### src/rtl/clock_divider_prog.sv
// Runtime-programmable clock divider: divided square wave plus toggle/rise enable strobes.
// The divisor changes only at half-period boundaries (or at once while paused), so no runt periods occur.
module clock_divider_prog #(
  parameter int WIDTH       = 16,
  parameter int DEFAULT_DIV = 2
) (
  input  logic             clock,
  input  logic             reset_n,
  input  logic             enable,
  input  logic             div_load,
  input  logic [WIDTH-1:0] div_value,
  output logic             clock_div,
  output logic             tick,
  output logic             tick_rise,
  output logic [WIDTH-1:0] div_cur,
  output logic             load_pending
);

  localparam logic [WIDTH-1:0] DIV_RESET = WIDTH'(DEFAULT_DIV);
  localparam logic [WIDTH-1:0] ONE       = WIDTH'(1);

  logic [WIDTH-1:0] count, count_nxt;
  logic [WIDTH-1:0] div_pend, div_pend_nxt;
  logic [WIDTH-1:0] div_cur_nxt;
  logic [WIDTH-1:0] div_clamped;
  logic             clock_div_nxt, tick_nxt, tick_rise_nxt, load_pending_nxt;
  logic             terminal;

  assign div_clamped = (div_value == '0) ? ONE : div_value;
  // >= rather than == so the counter recovers if div_cur ever falls below count.
  assign terminal    = (count >= div_cur);

  always_comb begin
    // NOTE: every next-state signal gets a hold default first so no path leaves it unassigned (no latch).
    count_nxt        = count;
    div_pend_nxt     = div_pend;
    div_cur_nxt      = div_cur;
    clock_div_nxt    = clock_div;
    load_pending_nxt = load_pending;
    tick_nxt         = 1'b0;
    tick_rise_nxt    = 1'b0;

    if (!enable) begin
      if (div_load) begin
        div_cur_nxt      = div_clamped;
        count_nxt        = ONE;
        load_pending_nxt = 1'b0;
      end
    end else if (terminal) begin
      clock_div_nxt = ~clock_div;
      tick_nxt      = 1'b1;
      tick_rise_nxt = ~clock_div;
      count_nxt     = ONE;
      // A load landing exactly on the boundary wins over any stale pending value.
      if (div_load) begin
        div_cur_nxt      = div_clamped;
        load_pending_nxt = 1'b0;
      end else if (load_pending) begin
        div_cur_nxt      = div_pend;
        load_pending_nxt = 1'b0;
      end
    end else begin
      count_nxt = count + ONE;
      if (div_load) begin
        div_pend_nxt     = div_clamped;
        load_pending_nxt = 1'b1;
      end
    end
  end

  always_ff @(posedge clock) begin
    // NOTE: state registers use non-blocking assignments so all of them update together at the edge.
    if (!reset_n) begin
      count        <= ONE;
      div_pend     <= '0;
      div_cur      <= DIV_RESET;
      clock_div    <= 1'b0;
      tick         <= 1'b0;
      tick_rise    <= 1'b0;
      load_pending <= 1'b0;
    end else begin
      count        <= count_nxt;
      div_pend     <= div_pend_nxt;
      div_cur      <= div_cur_nxt;
      clock_div    <= clock_div_nxt;
      tick         <= tick_nxt;
      tick_rise    <= tick_rise_nxt;
      load_pending <= load_pending_nxt;
    end
  end

endmodule

### config.mk
export PLATFORM = sky130hd
export DESIGN_NAME = clock_divider_prog
export DESIGN_NICKNAME = d
export VERILOG_FILES = /design/src/rtl/clock_divider_prog.sv
export SDC_FILE = /design/constraint.sdc
export NUM_CORES = 1
export LEC_CHECK = 0
export BUFFER_PORTS_ARGS = -buffer_cell sky130_fd_sc_hd__buf_4
export CAP_MARGIN = 20
export CORE_ASPECT_RATIO = 1.1
export CORE_MARGIN = 2
export CORE_UTILIZATION = 54
export CTS_BUF_LIST = sky130_fd_sc_hd__clkbuf_2 sky130_fd_sc_hd__clkbuf_4 sky130_fd_sc_hd__clkbuf_8
export CTS_CLUSTER_DIAMETER = 80
export CTS_CLUSTER_SIZE = 30
export DETAILED_ROUTE_END_ITERATION = 8
export PLACE_DENSITY = 0.79
export SLEW_MARGIN = 20
export SYNTH_ARGS = -nofsm -noshare
export SYNTH_HDL_FRONTEND = slang
export SYNTH_SLANG_ARGS = --single-unit
export TNS_END_PERCENT = 20
### constraint.sdc
create_clock -name clock -period 1.9 [get_ports clock]
set_clock_uncertainty 0.15 [all_clocks]
set_input_delay 0.19 -clock clock [delete_from_list [all_inputs] [get_ports clock]]
set_output_delay 0.19 -clock clock [all_outputs]
set_load 0.02 [all_outputs]
# Word level (Yosys, flattened, before mapping)
# Cells that the tools add are included.
# Widths: inputs -> output; s select.
# word_totals
regBits	52
latch_bits	0
ram_bits	0
rom_bits	0
inputBits	20
elab_cells	36
memories	0
# classes
addsub	1
mul	0
div_mod_pow	0
n_lt_le_gt_ge	1
eq_ne	2
shifts	0
mux	14
bitwise_logic	2
reduce_logical	9
# op_table
operator	count
$mux 16	9
$add 16x1->16 const B	1
$ge 16x16->1	1
$logic_not 16->1	1
$reduce_and 3->1	3
$reduce_and 2->1	3
$mux 1	5
$reduce_bool 2->1	2
$ne 3x3->1 const B	1
$ne 2x1->1 const B	1
$not 1->1	2

# Logic depth before layout (Yosys ltp)
# Gate-level depths: netlist of the first run.
# logic_depth
depth_word	5
ltp_mapped	9
depth_no_buf	8

# Worst setup path before layout of the first run
# No wires, ideal clock.
# synth_timing
kind	register to register
from	reg div_cur[15]
to	reg count[11]
setup_ns	0.120
arrival_time_ns	1.906
t_required_ns	1.630
path_slack_ns	-0.276
stages_incl_launch_ff	10
n_path_buf	1
synth_period_minus_slack_ns	2.176
path_cell_list	dfxtp_1 inv_1 ha_1 nand2_1 nor2_2 o211ai_4 o211ai_4 buf_6 nor2_1 a211o_1
# synth_between
elab_chain_len	3
# synth_rtl
item	line	source
from (decl)	15	output logic [WIDTH-1:0] div_cur,
from (signal assigned)	84	div_cur <= div_cur_nxt;
$ge 16x16->1	31	assign terminal = (count >= div_cur);
$mux 16	49	end else if (terminal) begin
$mux 16	43	if (!enable) begin
to (signal assigned)	82	count <= count_nxt;
to (decl)	22	logic [WIDTH-1:0] count, count_nxt;
# No other way between the ends.
# A chain may end at the register's enable or synchronous reset.

# Worst setup path in the final report of the first run
# layout_timing
from	reg div_cur[13]
to	reg div_pend[14]
# layout_between
elab_chain_len	3
# layout_rtl
item	line	source
$ge 16x16->1	31	
$not 1->1 (no line)	-	
$reduce_and 3->1 (no line)	-	
to (signal assigned)	83	div_pend <= div_pend_nxt;
to (decl)	23	logic [WIDTH-1:0] div_pend, div_pend_nxt;
# No other way between the ends.

==> flow_summary.ini, run 1 <==
[finish]
design_area_um2 = 4800
post-route-util_pct = 90.1
nNetsFinal = 484
syn2layout_area_growth_pct = 63.5
drive_above_1_share_pct = 54.2

[yosys]
synthTopCellsByCount = dfxtp_1 (52), nand2_1 (43), o21ai_1 (29), nand3_1 (23), inv_1 (20)
synth-edff-count = 0
postSynthNetCount = 365
synthArstFlopShare_pct = 0
ys_types = 47
postSynthAreaPerCell_um2 = 8.95
ys.flop_type = dfxtp_1
synth_area_leaders = dfxtp_1 (35%), ha_1 (7.2%), mux2i_1 (6.1%)
synth_warnings = 0
post-synth-top-count-cell = dfxtp_1
yosysSeqAreaShare_pct = 35.5
synthesis.area_um2 = 2930
ys_ff_latch = 52
post_synth_inst_count = 328
netlist.area_leader.share_pct = 35.5
synth_top_cell_by_area = dfxtp_1

[grt]
grt_max_degree = 37
grt_antenna_before_repair = 1
grt_pass1_wl_mm = 15.2
grt_pass1_vias = 3117
grtUsageTotal_pct = 33.4
grt_overflow = 0

[floorplanning]
fp.dieH_um = 81.3
dieArea_um2 = 6040
rows = 28
dieWidth_um = 74.3
core-area_um2 = 5330
initial_core_util_pct = 55.1
top_level_ports = 40

[worst_setup_path]
slowest_stage = dfxtp_4
crit_required_ns = 1.95
crit_chain = inv_1, ha_4, a21oi_2, o2111ai_2, a21oi_4, buf_4, o211ai_4, clkbuf_16, nand3_1, o21ai_1
slowest_delay_ns = 0.37
worst-setup-path-type = register to register
crit_path_end_kind = register
cp.arrival_ns = 2.52
r2r_slack_ns = -0.57
cp-start-kind = register
path_max_fanout = 8

[routing]
top_layer = met5
post-route-drc-count = 0
met3_length_mm = 1.25
wl_per_cell_um = 25.0
dr_total_vias = 3549
postRouteAntennaNets = 0
wirelength_mm = 13.1
viasPerCell = 6.77
drt-met1-wl_mm = 4.43
dr.pass1.iters = 6
drt_iter0_drc = 572
wl_met2_mm = 6.40

[place]
port_buffers = 39
gp_congestion = 0.784
hpwl_mm = 5.10
place_ws_ns = -0.368
place_area_um2 = 3820

[timing]
max_clock_freq_mhz = 405
finalMaxSlewViolations = 0
worstMarginPinSlew_ns = 0.536
setup_violations = 52
min_period_over_period_pct = 130
rsz0062_at_grt = yes
hold_viol = 0
relSlewSlack_pct = 63.9
period_minus_slack_ns = 2.47
fin_ws_ns = -0.571

[power_and_ir_drop]
ir_drop_mv = 0.616
power_density_nw_per_um2 = 652
p_leak_uw = 0.00205
finalPower_uw = 3130

[status]
violations = setup timing
outcome = finished with violations

[clocking]
htreeDepth = 2
cts_tree = done
cts_buffers = 5
clkSinkCount = 52
cts-root-buf = clkbuf_8
insertion_delay_ns = 0.32
clock_path_buffers = 2
cts.clk_slew.worst_paths_ns = 0.11

[job]
maxCapViolations = 0

[hold_path]
hold_class = primary input to register
## worst max-delay path, delay by kind of cell, from the launching register on
kind                       cells  cell delay [ns]
DFF                            1             0.37
and+or+nand+nor                1             0.12
buffers and inverters          3             0.53
AOI/OAI and AO/OA              5             0.93
adders and majority gates      1             0.23
## flip-flops by register name (all words and copies together) (netlist names)
name	cells
count	16
tick	1
div_pend	16
clock_div	1
load_pending	1
tick_rise	1
div_cur	16
## report_power, final
group          switching, µW  leakage (µW)  internal (µW)  total [µW]
clock                    419     0.0000688            542         961
combinational            528       0.00155            451         978
sequential              45.3      0.000434           1140        1190
total                    992       0.00205           2130        3130
## routing by layer
layer  global-route usage [%]  up-vias
met4                     17.3        2
li1                         -     1434
met1                     38.6     1661
met3                     6.08      110
met2                     58.2      342
met5                        0        -
## layout make-up
cell class | instances | area [µm²]
diodes | 1 | 2.50
fillers | 189 | 529
well taps | 75 | 93.8
flip-flops and latches | 52 | 1090
inverters | 20 | 77.6
repair buffers | 130 | 1210
multi-input cells | 238 | 2180
clock inverters | 2 | 60.1
clock buffers | 6 | 76.3
## what timing repair did
action | in CTS | in global routing
endpoints found under the setup margin | 51 | 52
hold endpoints to repair | 15 | 0
resized for setup | 28 | 53
cloned | 4 | 3
pin swaps | 14 | 24
hold buffers | 15 | 0
setup buffers | 12 | 4
## final timing paths
kind	depth (start not counted)	endpoint	from
hold / removal	2	load_pending	enable
hold reg to reg	2	div_pend[1]	div_pend[1]
setup / recovery	10	div_pend[14]	div_cur[13]
setup reg to reg	10	div_pend[14]	div_cur[13]
## stage by stage
step / setup TNS [ns] / hold slack, ns / cells
global placement: -9.63 / 0.292 / 477
detailed placement: -13.34 / 0.298 / 477
CTS: -7.06 / 0.0137 / 516
global route: -21.25 / 0.0547 / 523
finish: -20.94 / 0.0552 / 524
floorplan: -3.41 / 0.173 / 328
## placed cells by master, fill, tap and decap left out, types with 3 or more instances in the layout
| cell | count |
|---|---|
| a21oi_2 | 7 |
| a311oi_2 | 12 |
| nand2_2 | 4 |
| nor3_2 | 4 |
| inv_1 | 14 |
| xor2_1 | 4 |
| nand3_1 | 11 |
| nand2_1 | 38 |
| dfxtp_1 | 34 |
| o211ai_4 | 5 |
| a21oi_4 | 8 |
| buf_12 | 6 |
| a21oi_1 | 5 |
| nand3_2 | 12 |
| buf_6 | 10 |
| a21o_1 | 10 |
| clkbuf_8 | 5 |
| o21ai_2 | 16 |
| ha_1 | 7 |
| o21ai_1 | 15 |
| inv_2 | 5 |
| and3_1 | 4 |
| nor4_1 | 4 |
| dlygate4sd3_1 | 15 |
| mux2i_1 | 18 |
| dfxtp_2 | 6 |
| dfxtp_4 | 12 |
| nand2b_1 | 3 |
| nor3_1 | 5 |
| buf_4 | 94 |
| ha_4 | 10 |
| nor2_1 | 6 |
## logic make-up (layout without fill, tap and decap cells)
group	count (synthesis)	count (layout)	synth area share [%]
adders and majority gates	17	17	7.25
muxes	18	18	6.14
AOI/OAI and AO/OA	94	96	25.6
buffers and inverters	40	158	6.61
DFF	52	52	35.5
other	0	1	0
xor gates and xnor gates	5	5	1.49
and+or+nand+nor	102	102	17.4
No activity file was read; power rests on OpenSTA's default activity.
==> inputs of run 2 (changes only) <==
--- a/config.mk
+++ b/config.mk
@@ -5,16 +5,16 @@
 export SDC_FILE = /design/constraint.sdc
 export NUM_CORES = 1
 export LEC_CHECK = 0
-export BUFFER_PORTS_ARGS = -buffer_cell sky130_fd_sc_hd__buf_4
 export CAP_MARGIN = 20
 export CORE_ASPECT_RATIO = 1.1
-export CORE_MARGIN = 2
-export CORE_UTILIZATION = 54
+export CORE_MARGIN = 4
+export CORE_UTILIZATION = 59
 export CTS_BUF_LIST = sky130_fd_sc_hd__clkbuf_2 sky130_fd_sc_hd__clkbuf_4 sky130_fd_sc_hd__clkbuf_8
 export CTS_CLUSTER_DIAMETER = 80
 export CTS_CLUSTER_SIZE = 30
 export DETAILED_ROUTE_END_ITERATION = 8
-export PLACE_DENSITY = 0.79
+export DONT_BUFFER_PORTS = 1
+export PLACE_DENSITY = 0.78
 export SLEW_MARGIN = 20
 export SYNTH_ARGS = -nofsm -noshare
 export SYNTH_HDL_FRONTEND = slang
==> run 2 against run 1 <==
Highest routed layer is now met4. Critical path type unchanged. Sequential cell count did not move. Global-route usage rose by 0.083 points. Via count rose by 0.37%. Hold slack got worse by 0.029 ns. Sequential share of layout area rose by 1.4 points. Cell count fell by 8.6%. The run still ends with setup timing left. Critical endpoint unchanged. Routed wire length rose by 7.8%. Combinational power fell by 6.0%.
==> flow_summary.ini, run 2 (synthesized netlist as in run 1, its figures left out) <==
[status]
outcome = finished with violations
violations = setup timing

[routing]
drt_iter0_drc = 503
post-route-drc-count = 0
dr.pass1.iters = 6
postRouteAntennaNets = 0
viasPerCell = 7.44
wirelength_mm = 14.1
dr_total_vias = 3562
wl_per_cell_um = 29.5

[worst_setup_path]
cp_common_cell = buf_4
slowest_stage = dfxtp_4
rr_startpoint = div_cur[13]
cp-start-kind = register
critPathCapture = div_pend[14]
startpoint = div_cur[13]
worst-setup-path-type = register to register
path_max_fanout = 8
crit_chain = inv_4, ha_4, a21oi_4, o2111ai_4, a21oi_4, buf_4, buf_4, buf_4, o211ai_4, buf_12, nand3_1, o21ai_1
cp.arrival_ns = 2.57
rr_worst_depth = 12
slowest_delay_ns = 0.38
r2r-end = div_pend[14]
r2r_slack_ns = -0.62
crit_required_ns = 1.95
crit_path_end_kind = register

[power_and_ir_drop]
p_comb_share_pct = 31.7
p_sw_share_pct = 33.1
p_leak_uw = 0.00190
ir_drop_mv = 0.636
clockPowerShare_pct = 27.3
power_density_nw_per_um2 = 642
intPower_uw = 1940
pwr-share-seq_pct = 41.0
p_switching_uw = 959

[floorplanning]
rows = 26
dieWidth_um = 75.2
fp.dieH_um = 82.0
dieArea_um2 = 6170
core-area_um2 = 4720
top_level_ports = 40
initial_core_util_pct = 62.2

[place]
place_ws_ns = -0.399
hpwl_mm = 5.15
port_buffers = 0
gp_congestion = 0.814
place_area_um2 = 3510

[job]
maxCapViolations = 0

[finish]
syn2layout_area_growth_pct = 54.0
seqCellArea_um2 = 1090
multi_input_area_um2 = 2140
nNetsFinal = 459
post-route-util_pct = 95.8
layout_commonest_cell = buf_4
design_area_um2 = 4520
drive_above_1_share_pct = 48.2
num_antenna_cells = 0
fill_cells = 99
mostFrequentLayoutCells = buf_4 (64), nand2_1 (37), dfxtp_1 (34)
top_regs = count: 16 flops, div_cur: 16 flops, div_pend: 16 flops

[timing]
rsz0062_at_grt = yes
min_period_over_period_pct = 133
max_clock_freq_mhz = 397
fin_ws_ns = -0.620
relSlewSlack_pct = 51.9
finalMaxSlewViolations = 0
tns_ns = -25.10
setup_violations = 52
worstMarginPinSlew_ns = 0.716
period_minus_slack_ns = 2.52
hold_viol = 0

[clocking]
clock_path_buffers = 2
cts_buffers = 5
cts-root-buf = clkbuf_8
cts_tree = done
insertion_delay_ns = 0.31
clkSinkCount = 52
htreeDepth = 2
cts.clk_slew.worst_paths_ns = 0.10

[grt]
grt_max_degree = 38
grt_pass1_wl_mm = 15.4
grt_pass1_vias = 3054
grtUsageTotal_pct = 33.5
grt_overflow = 0
grt_antenna_before_repair = 0

[hold_path]
hold_class = primary input to register
## run 2: cell types whose count changed in the layout (fill, tap and decap cells not counted), sizes merged
| cell | previous run | this run |
|---|---|---|
| buf | 113 | 84 |
| bufinv | 2 | 1 |
| clkinv | 0 | 2 |
| diode | 1 | 0 |
| dlygate4sd3 | 15 | 18 |
## run 2: worst max-delay path: cells and delay by family (launching register included)
| kind | cells | cell delay (ns) |
|---|---|---|
| flops | 1 | 0.38 |
| compound gates | 5 | 0.90 |
| buf+inv | 5 | 0.58 |
| simple gates | 1 | 0.13 |
| fa+ha+maj | 1 | 0.26 |
## run 2: layout make-up
| cell class | instances | area share [%] |
|---|---|---|
| sequential | 52 | 24.2 |
| clock buffer | 5 | 1.52 |
| timing repair buffer | 105 | 22.7 |
| clock inverter | 3 | 0.941 |
| inverter | 20 | 1.72 |
| tap | 56 | 1.55 |
| multi-input combinational | 238 | 47.4 |
## run 2: how the worst min path moves through the flow
| stage | startpoint | end | slack (ns) | cells past startpoint |
|---|---|---|---|---|
| after floorplan | div_value[10] | div_pend[10] | 0.17 | 2 |
| after global placement | reset_n | count[0] | 0.11 | 1 |
| after detailed placement | reset_n | count[0] | 0.11 | 1 |
| after CTS | div_value[4] | div_cur[4] | 0.004 | 2 |
| after global routing | div_value[13] | div_cur[13] | 0.05 | 2 |
| final | div_value[8] | div_cur[8] | 0.03 | 2 |
## run 2: power by group through the flow
stage	sequential [µW]	combinational [µW]	clock, µW
final	1190	919	791
after global routing	1190	935	824
after CTS	1170	673	766
after detailed placement	1200	521	0
after global placement	1200	504	0
after floorplan	1240	342	0
## run 2: metrics by stage
| step | hold slack [ns] | cells | total power [µW] |
|---|---|---|---|
| floorplan | 0.173 | 328 | 1580 |
| global placement | 0.111 | 420 | 1700 |
| detailed placement | 0.111 | 420 | 1720 |
| CTS | 0.00353 | 460 | 2610 |
| global route | 0.0484 | 479 | 2950 |
| finish | 0.0262 | 479 | 2900 |
## run 2: timing repair
| action | 4_1_cts | 5_1_grt |
|---|---|---|
| buffers inserted | 10 | 19 |
| pin swaps | 23 | 28 |
| hold endpoints to repair | 27 | 0 |
| resized for setup | 25 | 48 |
| setup endpoints to repair | 52 | 52 |
| hold buffers | 19 | 0 |
| cloned | 3 | 2 |
## run 2: metal layers
metal | wire length [µm] | global-route usage, % | vias to the layer above
met5 | 0 | 0 | -
met4 | 1400 | 16.8 | 0
met3 | 1670 | 7.71 | 162
met2 | 6400 | 58.9 | 386
met1 | 4670 | 37.2 | 1624
li1 | - | - | 1390
